--- src/rtl/mixer_lo_gen.sv ---
// mixer_lo_gen
//   Generates complementary, break-before-make LO drive pairs for one or two
//   Gilbert-cell mixer cores. The internal source is a divide-by-4N phase
//   counter. Channel 1, when present, lags channel 0 by a quarter period (Q).
//   Each half-period begins with a programmable dead time. The LO can also
//   come from an external pin pair. Source changes and config changes take
//   effect only at a period boundary, through a one-cycle all-low break.
//
// Ports
//   clk, rst      system clock; synchronous active-high reset
//   lo_en         1 = LO running, 0 = outputs parked low
//   ext_lo_en     1 = external LO passthrough, 0 = internal divider
//   ext_lo_p/n    external LO phases (asynchronous pins)
//   div_ratio     quarter-period length N (0 behaves as 1)
//   dead_cycles   non-overlap cycles D at the start of each half-period
//   cfg_load      pulse that latches div_ratio/dead_cycles into the shadow
//   cfg_busy      a shadow value is waiting to be applied
//   lo_p, lo_n    registered LO drive per channel
//   locked        output is a stable, fully configured LO
module mixer_lo_gen #(
  parameter int DIV_W  = 8,
  parameter int DEAD_W = 3,
  parameter int NUM_CH = 2
) (
  input  logic              clk,
  input  logic              rst,
  input  logic              lo_en,
  input  logic              ext_lo_en,
  input  logic              ext_lo_p,
  input  logic              ext_lo_n,
  input  logic [DIV_W-1:0]  div_ratio,
  input  logic [DEAD_W-1:0] dead_cycles,
  input  logic              cfg_load,
  output logic              cfg_busy,
  output logic [NUM_CH-1:0] lo_p,
  output logic [NUM_CH-1:0] lo_n,
  output logic              locked
);

  // The counter spans 0..4N-1, which needs two bits more than N.
  localparam int CW = DIV_W + 2;

  typedef enum logic [1:0] {IDLE, BRK, RUN, EXT} state_t;

  state_t            state;
  logic [CW-1:0]     cnt;
  logic [DIV_W-1:0]  n_act;
  logic [DIV_W-1:0]  n_shd;
  logic [DEAD_W-1:0] d_act;
  logic [DEAD_W-1:0] d_shd;
  logic              ext_p_sync_p0;
  logic              ext_p_sync_p1;
  logic              ext_n_sync_p0;
  logic              ext_n_sync_p1;
  logic [1:0]        ext_res;
  logic [CW-1:0]     last_cnt;
  logic [CW-1:0]     deff;
  logic              apply;
  logic [1:0]        drv [NUM_CH];

  // Clamp the dead time to H-1, so every phase is high for at least one cycle.
  function automatic logic [CW-1:0] dead_sat(input logic [DIV_W-1:0]  n,
                                             input logic [DEAD_W-1:0] d);
    logic [CW-1:0] lim;
    logic [CW-1:0] dw;
    lim = {1'b0, n, 1'b0} - CW'(1);
    dw  = CW'(d);
    dead_sat = (dw > lim) ? lim : dw;
  endfunction

  // Returns {p, n} for a channel whose period starts at counter value 'off'.
  // The wrap addition is taken modulo 2^CW. The true result is below 4N, so
  // it cannot alias.
  function automatic logic [1:0] phase_drv(input logic [CW-1:0]    c,
                                           input logic [DIV_W-1:0] n,
                                           input logic [CW-1:0]    off,
                                           input logic [CW-1:0]    dt);
    logic [CW-1:0] per;
    logic [CW-1:0] half;
    logic [CW-1:0] rel;
    logic [CW-1:0] pos;
    logic          act;
    per  = {n, 2'b00};
    half = {1'b0, n, 1'b0};
    rel  = (c >= off) ? c - off : c + per - off;
    act  = rel < half;
    pos  = act ? rel : rel - half;
    phase_drv = {act && (pos >= dt), !act && (pos >= dt)};
  endfunction

  // 4N-1 written as {N-1, 2'b11}. It cannot overflow because N >= 1.
  assign last_cnt = {n_act - DIV_W'(1), 2'b11};
  assign deff     = dead_sat(n_act, d_act);

  // A pending config is applied on any edge outside RUN. From RUN it is
  // applied only after the period ends and the FSM passes through BRK.
  assign apply    = cfg_busy && (state != RUN);

  always_comb begin
    for (int k = 0; k < NUM_CH; k++) begin
      drv[k] = phase_drv(cnt, n_act, (k == 1) ? {2'b00, n_act} : CW'(0), deff);
    end
  end

  always_ff @(posedge clk) begin
    if (rst) begin
      state         <= IDLE;
      cnt           <= '0;
      n_act         <= DIV_W'(1);
      d_act         <= '0;
      cfg_busy      <= 1'b0;
      ext_p_sync_p0 <= 1'b0;
      ext_p_sync_p1 <= 1'b0;
      ext_n_sync_p0 <= 1'b0;
      ext_n_sync_p1 <= 1'b0;
      ext_res       <= '0;
      lo_p          <= '0;
      lo_n          <= '0;
      locked        <= 1'b0;
    end else begin
      // ---- stage p0/p1: two-flop synchronisers on the external LO pins ----
      ext_p_sync_p0 <= ext_lo_p;
      ext_p_sync_p1 <= ext_p_sync_p0;
      ext_n_sync_p0 <= ext_lo_n;
      ext_n_sync_p1 <= ext_n_sync_p0;

      // ---- shadow / active configuration ----
      // A load on the same edge as an apply keeps cfg_busy high. The newer
      // value then waits for the next apply opportunity.
      if (apply) begin
        n_act <= n_shd;
        d_act <= d_shd;
      end
      if (cfg_load) begin
        cfg_busy <= 1'b1;
      end else if (apply) begin
        cfg_busy <= 1'b0;
      end

      // ---- source FSM ----
      case (state)
        IDLE: if (lo_en) state <= BRK;
        BRK: begin
          if (!lo_en) begin
            state <= IDLE;
          end else if (ext_lo_en) begin
            state <= EXT;
          end else begin
            state <= RUN;
            cnt   <= '0;
          end
        end
        RUN: begin
          if (cnt == last_cnt) begin
            cnt <= '0;
            if (!lo_en || ext_lo_en || cfg_busy) state <= BRK;
          end else begin
            cnt <= cnt + CW'(1);
          end
        end
        EXT: if (!lo_en || !ext_lo_en) state <= BRK;
        default: state <= IDLE;
      endcase

      // EXT residency counter, saturating at 3.
      if (state == EXT) begin
        ext_res <= (ext_res == 2'd3) ? 2'd3 : ext_res + 2'd1;
      end else begin
        ext_res <= '0;
      end

      // ---- stage p2: registered drive outputs ----
      lo_p <= '0;
      lo_n <= '0;
      if (state == RUN) begin
        for (int k = 0; k < NUM_CH; k++) begin
          lo_p[k] <= drv[k][1];
          lo_n[k] <= drv[k][0];
        end
      end else if (state == EXT) begin
        // Both pins high at once would overlap the drive, so park both low.
        lo_p[0] <= ext_p_sync_p1 & ~ext_n_sync_p1;
        lo_n[0] <= ext_n_sync_p1 & ~ext_p_sync_p1;
      end
      locked <= ((state == RUN) && !cfg_busy) || ((state == EXT) && (ext_res >= 2'd2));
    end
  end

  // Shadow registers are data only and need no reset. cfg_busy gates their use.
  always_ff @(posedge clk) begin
    if (cfg_load) begin
      n_shd <= (div_ratio == '0) ? DIV_W'(1) : div_ratio;
      d_shd <= dead_cycles;
    end
  end

endmodule
--- config.mk ---
export PLATFORM = sky130hd
export DESIGN_NAME = mixer_lo_gen
export DESIGN_NICKNAME = d
export VERILOG_FILES = /design/src/rtl/mixer_lo_gen.sv
export SDC_FILE = /design/constraint.sdc
export NUM_CORES = 1
export LEC_CHECK = 0
export CORE_AREA = 2 2 139 73
export CTS_BUF_LIST = sky130_fd_sc_hd__clkbuf_8
export DETAILED_ROUTE_END_ITERATION = 10
export DIE_AREA = 0 0 141 75
export PLACE_DENSITY = 0.69
export SLEW_MARGIN = 20
export SYNTH_ARGS = -nofsm -noshare
export SYNTH_HDL_FRONTEND = slang
export SYNTH_SLANG_ARGS = --single-unit
--- constraint.sdc ---
create_clock -name clk -period 5.4 [get_ports clk]
set_input_delay 0.54 -clock clk [delete_from_list [all_inputs] [get_ports clk]]
set_output_delay 0.54 -clock clk [all_outputs]
set_load 0.02 [all_outputs]
==> results_dict.tcl, run 1 <==
set metrics [dict create \
    run_status "finished clean" \
    muxShareOfSynthArea_pct 5.09 \
    fin_skew_ns 0.0104 \
    grt_first_pass_wirelength_um 18800 \
    fin_ws_ns 0.0545 \
    hold_viol_final 0 \
    die_w_um 141 \
    drtAntennaViolNets 0 \
    syn-cell-area_mm2 0.00452 \
    power.leakage_nw 2.26 \
    gp_congestion 0.929 \
    met2_usage_pct 36.2 \
    path_buf_inv 2 \
    tritoncts "built" \
    cts.sinks 46 \
    core-area_mm2 0.00929 \
    drt-wirelength-per-cell_um 16.3 \
    path_cells "ha_4 -> inv_2 -> fa_2 -> a211o_1 -> a2111o_1 -> a21oi_4 -> mux2i_1 -> xor2_1 -> inv_1 -> ha_1 -> nor2b_4 -> o31a_1 -> o31ai_4 -> a21oi_2 -> nor2_2 -> o21ai_4 -> mux2i_1 -> ha_1 -> a21o_1 -> a21o_1 -> a21o_1 -> a21o_1 -> a21oi_4 -> nor3b_2" \
    hold_class "reg2reg" \
    start_kind "flip-flop" \
    synth_area_per_cell_um2 8.31 \
    synthAdderAreaFrac_pct 18.6 \
    drt-vias-per-instance 5.75 \
    clk_pin_slew_ns 0.10 \
    synth_warnings 0 \
    grt_pass1_vias 3802 \
    dieHeight_um 75 \
    fin_nets 683 \
    slew_viol_final 0 \
    path_delay_family "compound AO/OA/AOI/OAI gates" \
    crit_type "reg2reg" \
    top_usage_layer "met2" \
    rsz0062_at_grt "true" \
    pwr_density_cell_mw_per_mm2 266 \
    drtIter0Drc 243 \
    num_rows 25 \
    io_buffers 23 \
    hpwl_um 9090 \
    start_util_pct 48.7 \
    drcViolationCount 0 \
    relSlewSlack_pct 37.3 \
    cts_buffer_depth 2 \
    worst_path_max_delay_cell "a2111o_1" \
    pin_count 24 \
    worst_hold_slack_ns 0.445 \
    via_count 4151 \
    first_pass_iters 5 \
    cts_buffers 5 \
    max_stage_delay_ns 0.48 \
    synth_top_family_by_area "compound AO/OA/AOI/OAI gates" \
    arrival_ns 5.54 \
    synth.top_cells.by_area "ha_1, dfxtp_1, edfxtp_1" \
    grt_use_total_pct 22.6 \
    synthArstFlopShare_pct 0 \
    ir_worst_vdd_v 0.000149 \
    stdcell_count 722 \
    syn_to_final_growth_pct 17.2 \
    cpMostUsedCell "a21o_1" \
    setup-violations-final 0 \
    total_power_mw 1.41 \
    grt_use_met3_pct 4.01 \
    cp_max_fo 7 \
    fin_tns_setup_ns 0 \
    cts_hold_buffers 0 \
    synth_flop_cell "dfxtp_1" \
    cts_max_level 2 \
    worstSkewPairLatency_ns 0.31 \
    ys_types 69 \
    synth_largest_area_cell "ha_1" \
    synth_most_common_cell "ha_1" \
    period_share_pct 99.0 \
    finalWirelength_um 11800 \
    antenna_found_initial 0 \
    fmax_mhz 187 \
    worst_pin_slew_ns 0.937 \
    gr-usage-met1_pct 32.3 \
    synth_top_area_share_pct 16.9 \
    period_minus_slack_ns 5.35 \
    grt_max_degree 29 \
    syn_inst 544 \
    synth-edff-count 11 \
    overflow 0 \
    postSynthRegisterBits 46 \
    place_ws_ns 0.00682 \
    synth_compound_area_share_pct 24.0 \
    place_inst 708 \
    synth-simple-area-share_pct 19.1 \
    root_buffer "clkbuf_8" \
    synth-xor-area-share_pct 6.20 \
    antenna_cells 0 \
    cp-end-kind "flip-flop" \
    synthTopCellsByCount "ha_1, nand2_1, a21oi_1" \
    die-area_mm2 0.0106 \
    drive_above_1_share_pct 13.0 \
    maxCapViolCount 0 \
    cp.required_ns 5.60 \
    yosysSeqAreaShare_pct 22.8 \
]
[placed cells by master (no fill, tap or decap), types with 4 or more instances in the layout]
cell / instances
nor2_1: 34
a211oi_1: 7
edfxtp_1: 11
nand3b_1: 4
mux2_4: 6
clkdlybuf4s50_1: 23
o21a_1: 9
a21o_1: 18
nor2b_1: 9
nor3_1: 15
ha_1: 59
dfxtp_1: 32
mux2_2: 5
inv_1: 27
nor3b_1: 5
a31oi_1: 5
conb_1: 14
a211o_1: 4
buf_4: 30
xor2_1: 14
clkbuf_8: 5
nand2b_1: 12
xnor2_1: 18
or2_2: 4
o21ai_0: 35
mux2i_1: 7
o31ai_1: 4
nand2_1: 47
a21oi_1: 38
nand3_1: 12
and3_1: 7
[kinds of logic after synthesis]
family,Yosys count
multiplexers,19
XOR/XNOR,32
adder cells (fa/ha/maj),65
buffers and inverters,48
flip-flops,46
other,1
AO/OA/AOI/OAI,162
AND/OR/NAND/NOR,171
[stage by stage]
stage / instance area, um^2 / utilization [%]
after floorplan: 4580 / -
after global placement: 5080 / 54.7
after detailed placement: 5080 / 54.7
after CTS: 5190 / 55.9
after global routing: 5300 / 57.1
final: 5300 / 57.1
[cell type report]
| type | instances | area (um^2) |
|---|---|---|
| Clock inverter | 3 | 22.5 |
| Timing Repair Buffer | 54 | 467 |
| Sequential cell | 46 | 1040 |
| Fill cell | 845 | 3990 |
| Multi-Input combinational cell | 463 | 3430 |
| Tap cell | 121 | 151 |
| Inverter | 30 | 116 |
| Clock buffer | 5 | 68.8 |
[state kept, by name (all words and copies together) (netlist names)]
| register | cells |
|---|---|
| cnt | 10 |
| n_act | 8 |
| n_shd | 8 |
| d_act | 3 |
| d_shd | 3 |
| ext_res | 2 |
| lo_n | 2 |
| lo_p | 2 |
| state | 2 |
| cfg_busy | 1 |
| ext_n_sync_p0 | 1 |
| ext_n_sync_p1 | 1 |
| ext_p_sync_p0 | 1 |
| ext_p_sync_p1 | 1 |
| locked | 1 |
[final timing paths]
check	from	end	slack [ns]	cells after the start
max	n_act[0]$_SDFFE_PP1P_	lo_n[1]$_SDFF_PP0_	0.05	24
min	ext_res[0]$_SDFF_PP0_	ext_res[0]$_SDFF_PP0_	0.45	1
max reg2reg	n_act[0]$_SDFFE_PP1P_	lo_n[1]$_SDFF_PP0_	0.05	24
min reg2reg	ext_res[0]$_SDFF_PP0_	ext_res[0]$_SDFF_PP0_	0.45	1
[routing by layer]
metal  share of wire (%)  up-vias
met2                  43      100
met1                  50     1935
li1                    -     2106
met3                 6.0       10
met4                 1.1        0
met5                   0        -
[where the power goes]
part | total [mW] | internal (mW) | switching, mW
sequential | 0.381 | 0.368 | 0.0128
clock | 0.227 | 0.0932 | 0.134
combinational | 0.802 | 0.400 | 0.402
[timing repair]
action,4_1_cts,5_1_grt
buffers inserted,3,3
pin swaps,1,18
setup endpoints to repair,2,2
resized for setup,1,21
Note: power is estimated with default switching activity, not from simulation.
==> inputs of run 2 (changes only) <==
==> constraint.sdc (replaced) <==
create_clock -name clk -period 4.66 [get_ports clk]
set_input_delay 0.466 -clock clk [delete_from_list [all_inputs] [get_ports clk]]
set_output_delay 0.466 -clock clk [all_outputs]
set_load 0.02 [all_outputs]
==> run 2 against run 1 <==
Against the previous run: the flow now finishes with violations (negative setup slack); first-iteration DRC count up 19%; flip-flop and latch count unchanged; clock skew is 0.0011 ns lower; total power grew 24%; wire length increased by 2.7%; largest power group unchanged; count of clock-buffer cells in the layout did not move; sequential share of layout area down 1.6 points; cell count up 8.4%; global-route usage is 1.5 points higher; clock power is 15% higher.
==> results_dict.tcl, run 2 (synthesis results as in run 1) <==
set metrics [dict create \
    seq_power_share_pct 25.1 \
    antenna_found_initial 0 \
    grt_use_total_pct 24.1 \
    hpwl_um 9640 \
    dieHeight_um 75 \
    core-area_mm2 0.00929 \
    relSlewSlack_pct 37.7 \
    tritoncts "built" \
    cts_buffer_depth 2 \
    ir_worst_vdd_v 0.000186 \
    grt_pass1_vias 4072 \
    grt_max_degree 29 \
    fin_util_pct 62.0 \
    cpMostUsedCell "a21o_1" \
    internal_power_mw 1.10 \
    pin_count 24 \
    arrival_ns 5.18 \
    drcViolationCount 0 \
    cts.sinks 46 \
    start_kind "flip-flop" \
    p_sw_mw 0.647 \
    worst_path_max_delay_cell "a2111o_1" \
    finalWirelength_um 12100 \
    syn_to_final_growth_pct 27.3 \
    maxCapViolCount 0 \
    largest_register_ffs 10 \
    drt-vias-per-instance 5.59 \
    fin_ws_ns -0.323 \
    gp_congestion 0.941 \
    via_count 4374 \
    drtAntennaViolNets 0 \
    period_minus_slack_ns 4.98 \
    die-area_mm2 0.0106 \
    design_area_mm2 0.00576 \
    grt_first_pass_wirelength_um 20100 \
    drt-wirelength-per-cell_um 15.4 \
    final_common_cell "buf_4" \
    period_share_pct 107 \
    cp_max_fo 6 \
    clk_pin_slew_ns 0.09 \
    drtIter0Drc 290 \
    fin_tns_setup_ns -0.642 \
    place_ws_ns -0.354 \
    io_buffers 23 \
    r2r_slack_ns -0.32 \
    die_w_um 141 \
    overflow 0 \
    placed_area_mm2 0.00556 \
    power.leakage_nw 2.55 \
    final_cell_mix "buf_4, ha_1, nand2_1" \
    num_rows 25 \
    fin_nets 744 \
    first_pass_iters 7 \
    fin_skew_ns 0.00933 \
    fmax_mhz 201 \
    root_buffer "clkbuf_8" \
    worstSkewPairLatency_ns 0.31 \
    cp-end-kind "flip-flop" \
    run_status "finished, violations left" \
    top_regs "cnt: 10 flops, n_act: 8 flops, n_shd: 8 flops" \
    hold_viol_final 0 \
    largest_register "cnt" \
    cts_buffers 5 \
    drive_above_1_share_pct 21.3 \
    hold_class "reg2reg" \
    violations "negative setup slack" \
    worst_pin_slew_ns 0.932 \
    setup-violations-final 2 \
    cp.required_ns 4.85 \
    crit_type "reg2reg" \
    nFillCells 809 \
    cts_max_level 2 \
    pwr_density_cell_mw_per_mm2 303 \
    start_util_pct 48.7 \
    clockPowerShare_pct 15.0 \
    switching_share_pct 37.0 \
    p_comb_share_pct 59.9 \
    max_stage_delay_ns 0.43 \
    slew_viol_final 0 \
    rsz0062_at_grt "true" \
    antenna_cells 0 \
]
-- run 2: changes by cell type in the layout (fill, tap and decap cells not counted), sizes merged --
cell | previous run | this run
buf | 31 | 92
-- run 2: what timing repair did --
action	4_1_cts	5_1_grt
endpoints found under the setup margin	2	2
pin swaps	7	1
gates resized for setup	8	2
setup buffers	4	5
gates cloned	0	0
hold buffers	0	0
-- run 2: per-stage QoR --
step	power, mW	hold slack, ns	instances
2_1_floorplan	1.12	0.413	557
3_3_place_gp	1.41	0.416	766
3_5_place_dp	1.43	0.430	766
4_1_cts	1.73	0.444	778
5_1_grt	1.88	0.469	783
6_report	1.75	0.447	783
-- run 2: layer usage --
| layer | GRT usage [%] | up-vias | routed length, um |
|---|---|---|---|
| li1 | - | 2220 | - |
| met1 | 35.2 | 2009 | 6230 |
| met2 | 39.0 | 125 | 5090 |
| met3 | 1.97 | 20 | 560 |
| met4 | 6.78 | 0 | 187 |
| met5 | 0 | - | 0 |
-- run 2: area by class of cell --
class                           count  area, um^2  area share, %
Inverter                           30         113           1.96
Tap cell                          121         151           2.63
Clock buffer                        5        68.8           1.20
Clock inverter                      3        23.8          0.413
Timing Repair Buffer              115         925           16.1
Multi-Input combinational cell    463        3440           59.7
Sequential cell                    46        1040           18.0
-- run 2: critical path, delay by kind of cell (launching register included) --
family	cells	cell delay [ns]
buffers and inverters	3	0.17
AO/OA/AOI/OAI	12	2.43
flip-flops	1	0.33
AND/OR/NAND/NOR	3	0.35
adder cells (fa/ha/maj)	4	1.01
multiplexers	2	0.38
XOR/XNOR	1	0.19
-- run 2: final timing paths --
check,from,to,cells past startpoint
setup / recovery,cnt[0]$_SDFFE_PP0P_,lo_n[1]$_SDFF_PP0_,25
hold / removal,ext_res[0]$_SDFF_PP0_,ext_res[0]$_SDFF_PP0_,1
setup reg to reg,cnt[0]$_SDFFE_PP0P_,lo_n[1]$_SDFF_PP0_,25
hold reg to reg,ext_res[0]$_SDFF_PP0_,ext_res[0]$_SDFF_PP0_,1
-- run 2: power groups by stage --
stage | Combinational (mW) | Sequential (mW) | Clock [mW]
global route | 1.16 | 0.441 | 0.287
detailed placement | 0.983 | 0.447 | 0
finish | 1.05 | 0.438 | 0.261
global placement | 0.965 | 0.447 | 0
CTS | 1.03 | 0.438 | 0.268
floorplan | 0.670 | 0.449 | 0
==> inputs of run 3 (changes only) <==
--- a/config.mk
+++ b/config.mk
@@ -5,11 +5,11 @@
 export SDC_FILE = /design/constraint.sdc
 export NUM_CORES = 1
 export LEC_CHECK = 0
-export CORE_AREA = 2 2 139 73
+export CORE_AREA = 2 2 132 70
 export CTS_BUF_LIST = sky130_fd_sc_hd__clkbuf_8
 export DETAILED_ROUTE_END_ITERATION = 10
-export DIE_AREA = 0 0 141 75
-export PLACE_DENSITY = 0.69
+export DIE_AREA = 0 0 134 72
+export PLACE_DENSITY = 0.72
 export SLEW_MARGIN = 20
 export SYNTH_ARGS = -nofsm -noshare
 export SYNTH_HDL_FRONTEND = slang
==> constraint.sdc (replaced) <==
create_clock -name clk -period 6.24 [get_ports clk]
set_input_delay 0.624 -clock clk [delete_from_list [all_inputs] [get_ports clk]]
set_output_delay 0.624 -clock clk [all_outputs]
set_load 0.02 [all_outputs]
==> run 3 against run 2 <==
Against the previous run: the run now ends clean; design area shrank 12%; via count shrank 6.8%; clock skew shrank 0.00064 ns; combinational power shrank 40%; largest cell class unchanged; highest routed layer unchanged.
==> results_dict.tcl, run 3 (synthesis results as in run 1) <==
set metrics [dict create \
    via_count 4075 \
    hold_class "reg2reg" \
    r2r-end "lo_p[1]$_SDFF_PP0_" \
    cts_max_level 2 \
    gp_congestion 0.916 \
    grt_max_degree 29 \
    cts_buffer_depth 2 \
    fin_tns_setup_ns 0 \
    worst_path_max_delay_cell "fa_1" \
    run_status "finished clean" \
    tritoncts "built" \
    root_buffer "clkbuf_8" \
    num_rows 24 \
    period_share_pct 93.3 \
    pin_count 24 \
    cpMostUsedCell "a21o_1" \
    arrival_ns 6.01 \
    final_cell_mix "ha_1, nand2_1, a21oi_1" \
    r2r-start "n_act[0]$_SDFFE_PP1P_" \
    largest_register_ffs 10 \
    top_regs "cnt: 10 flops, n_act: 8 flops, n_shd: 8 flops" \
    cts_hold_buffers 0 \
    worst_pin_slew_ns 0.970 \
    start_kind "flip-flop" \
    drcViolationCount 0 \
    drive_above_1_share_pct 6.92 \
    grt_pass1_vias 3835 \
    antenna_cells 0 \
    drtIter0Drc 319 \
    relSlewSlack_pct 35.1 \
    cp_max_fo 10 \
    pwr_density_cell_mw_per_mm2 236 \
    fin_skew_ns 0.00869 \
    place_inst 687 \
    worstSkewPairLatency_ns 0.31 \
    first_pass_iters 5 \
    largest_register "cnt" \
    drt-wirelength-per-cell_um 16.9 \
    rsz0062_at_grt "false" \
    grt_first_pass_wirelength_um 19500 \
    period_minus_slack_ns 5.82 \
    die_w_um 134 \
    antenna_found_initial 0 \
    fmax_mhz 172 \
    finalWirelength_um 11800 \
    max_stage_delay_ns 0.45 \
    die-area_mm2 0.00965 \
    drtAntennaViolNets 0 \
    cts_buffers 5 \
    overflow 0 \
    power.leakage_nw 2.15 \
    start_util_pct 53.6 \
    cp.required_ns 6.43 \
    core-area_mm2 0.00844 \
    min_path_cells 1 \
    crit_type "reg2reg" \
    crit_path_start "n_act[0]$_SDFFE_PP1P_" \
    final_common_cell "ha_1" \
    endpoint "lo_p[1]$_SDFF_PP0_" \
    r2r_slack_ns 0.42 \
    fin_nets 660 \
    cts_setup_buffers 0 \
    syn_to_final_growth_pct 11.8 \
    hpwl_um 9410 \
    cp-end-kind "flip-flop" \
    drt-vias-per-instance 5.86 \
    rr_worst_depth 24 \
    clk_pin_slew_ns 0.09 \
    hold_viol_final 0 \
    setup-violations-final 0 \
    grt_use_total_pct 25.5 \
    ir_worst_vdd_v 0.000136 \
    dieHeight_um 72 \
    maxCapViolCount 0 \
    cts.sinks 46 \
    stdcell_count 695 \
    io_buffers 23 \
    slew_viol_final 0 \
    path_cells "ha_1 -> inv_1 -> fa_1 -> a211o_1 -> a2111o_1 -> a21oi_4 -> mux2i_1 -> xor2_1 -> inv_1 -> ha_1 -> nor2b_1 -> o31a_1 -> o31ai_2 -> a21oi_1 -> nor2_1 -> o21ai_4 -> mux2i_1 -> ha_1 -> a21o_1 -> a21o_1 -> a21o_1 -> a21o_1 -> a21oi_1 -> nor3_1" \
]
run 3: worst min-delay path by stage:
stage,start,slack (ns),end
5_1_grt,ext_res[0]$_SDFF_PP0_,0.46,ext_res[0]$_SDFF_PP0_
6_report,ext_res[0]$_SDFF_PP0_,0.45,ext_res[0]$_SDFF_PP0_
2_1_floorplan,ext_res[0]$_SDFF_PP0_,0.41,ext_res[0]$_SDFF_PP0_
4_1_cts,ext_res[0]$_SDFF_PP0_,0.45,ext_res[0]$_SDFF_PP0_
3_5_place_dp,ext_n_sync_p0$_SDFF_PP0_,0.43,ext_n_sync_p1$_SDFF_PP0_
3_3_place_gp,ext_res[0]$_SDFF_PP0_,0.42,ext_res[0]$_SDFF_PP0_
run 3: stage by stage:
stage / hold WS (ns) / util [%] / area [um^2] / setup WS, ns / total power [mW]
final: 0.447 / 59.9 / 5060 / 0.419 / 1.19
after global routing: 0.464 / 59.9 / 5060 / 0.0944 / 1.28
after CTS: 0.450 / 59.8 / 5050 / 0.268 / 1.18
after detailed placement: 0.428 / 58.5 / 4940 / 0.317 / 0.945
after global placement: 0.422 / 58.5 / 4940 / 0.571 / 0.924
after floorplan: 0.413 / - / 4570 / 0.690 / 0.812
run 3: worst max-delay path: cells and delay by family (launching register included):
family | cells | cell delay [ns]
AO/OA/AOI/OAI | 12 | 2.70
XOR/XNOR | 1 | 0.30
adder cells (fa/ha/maj) | 4 | 1.26
buffers and inverters | 2 | 0.14
flip-flops | 1 | 0.44
multiplexers | 2 | 0.43
AND/OR/NAND/NOR | 3 | 0.42
run 3: final cells by class:
type	instances	area (um^2)
multi-input combinational	463	3360
clock inverter	3	43.8
timing repair buffer	31	290
fill	733	3380
inverter	30	113
clock buffer	5	68.8
sequential	46	1030
tap	117	146
run 3: per-layer routing:
metal / track usage (%) / up-vias / wire length, um / part of all wire, %
met1: 37.9 / 1908 / 6140 / 52
met5: 0 / - / 0 / 0
met4: 4.14 / 0 / 67 / 0.57
met3: 7.69 / 9 / 963 / 8.2
li1: - / 2042 / - / -
met2: 36.9 / 116 / 4610 / 39
run 3: where the power goes:
part,switching [mW],total (mW),internal (mW)
Combinational,0.330,0.629,0.298
Sequential,0.0119,0.331,0.319
Clock,0.113,0.233,0.120
run 3: timing repair:
| item | CTS | global route |
|---|---|---|
| endpoints found under the hold margin | 0 | 0 |
| setup endpoints to repair | 0 | 2 |
| gates resized for setup | 0 | 3 |
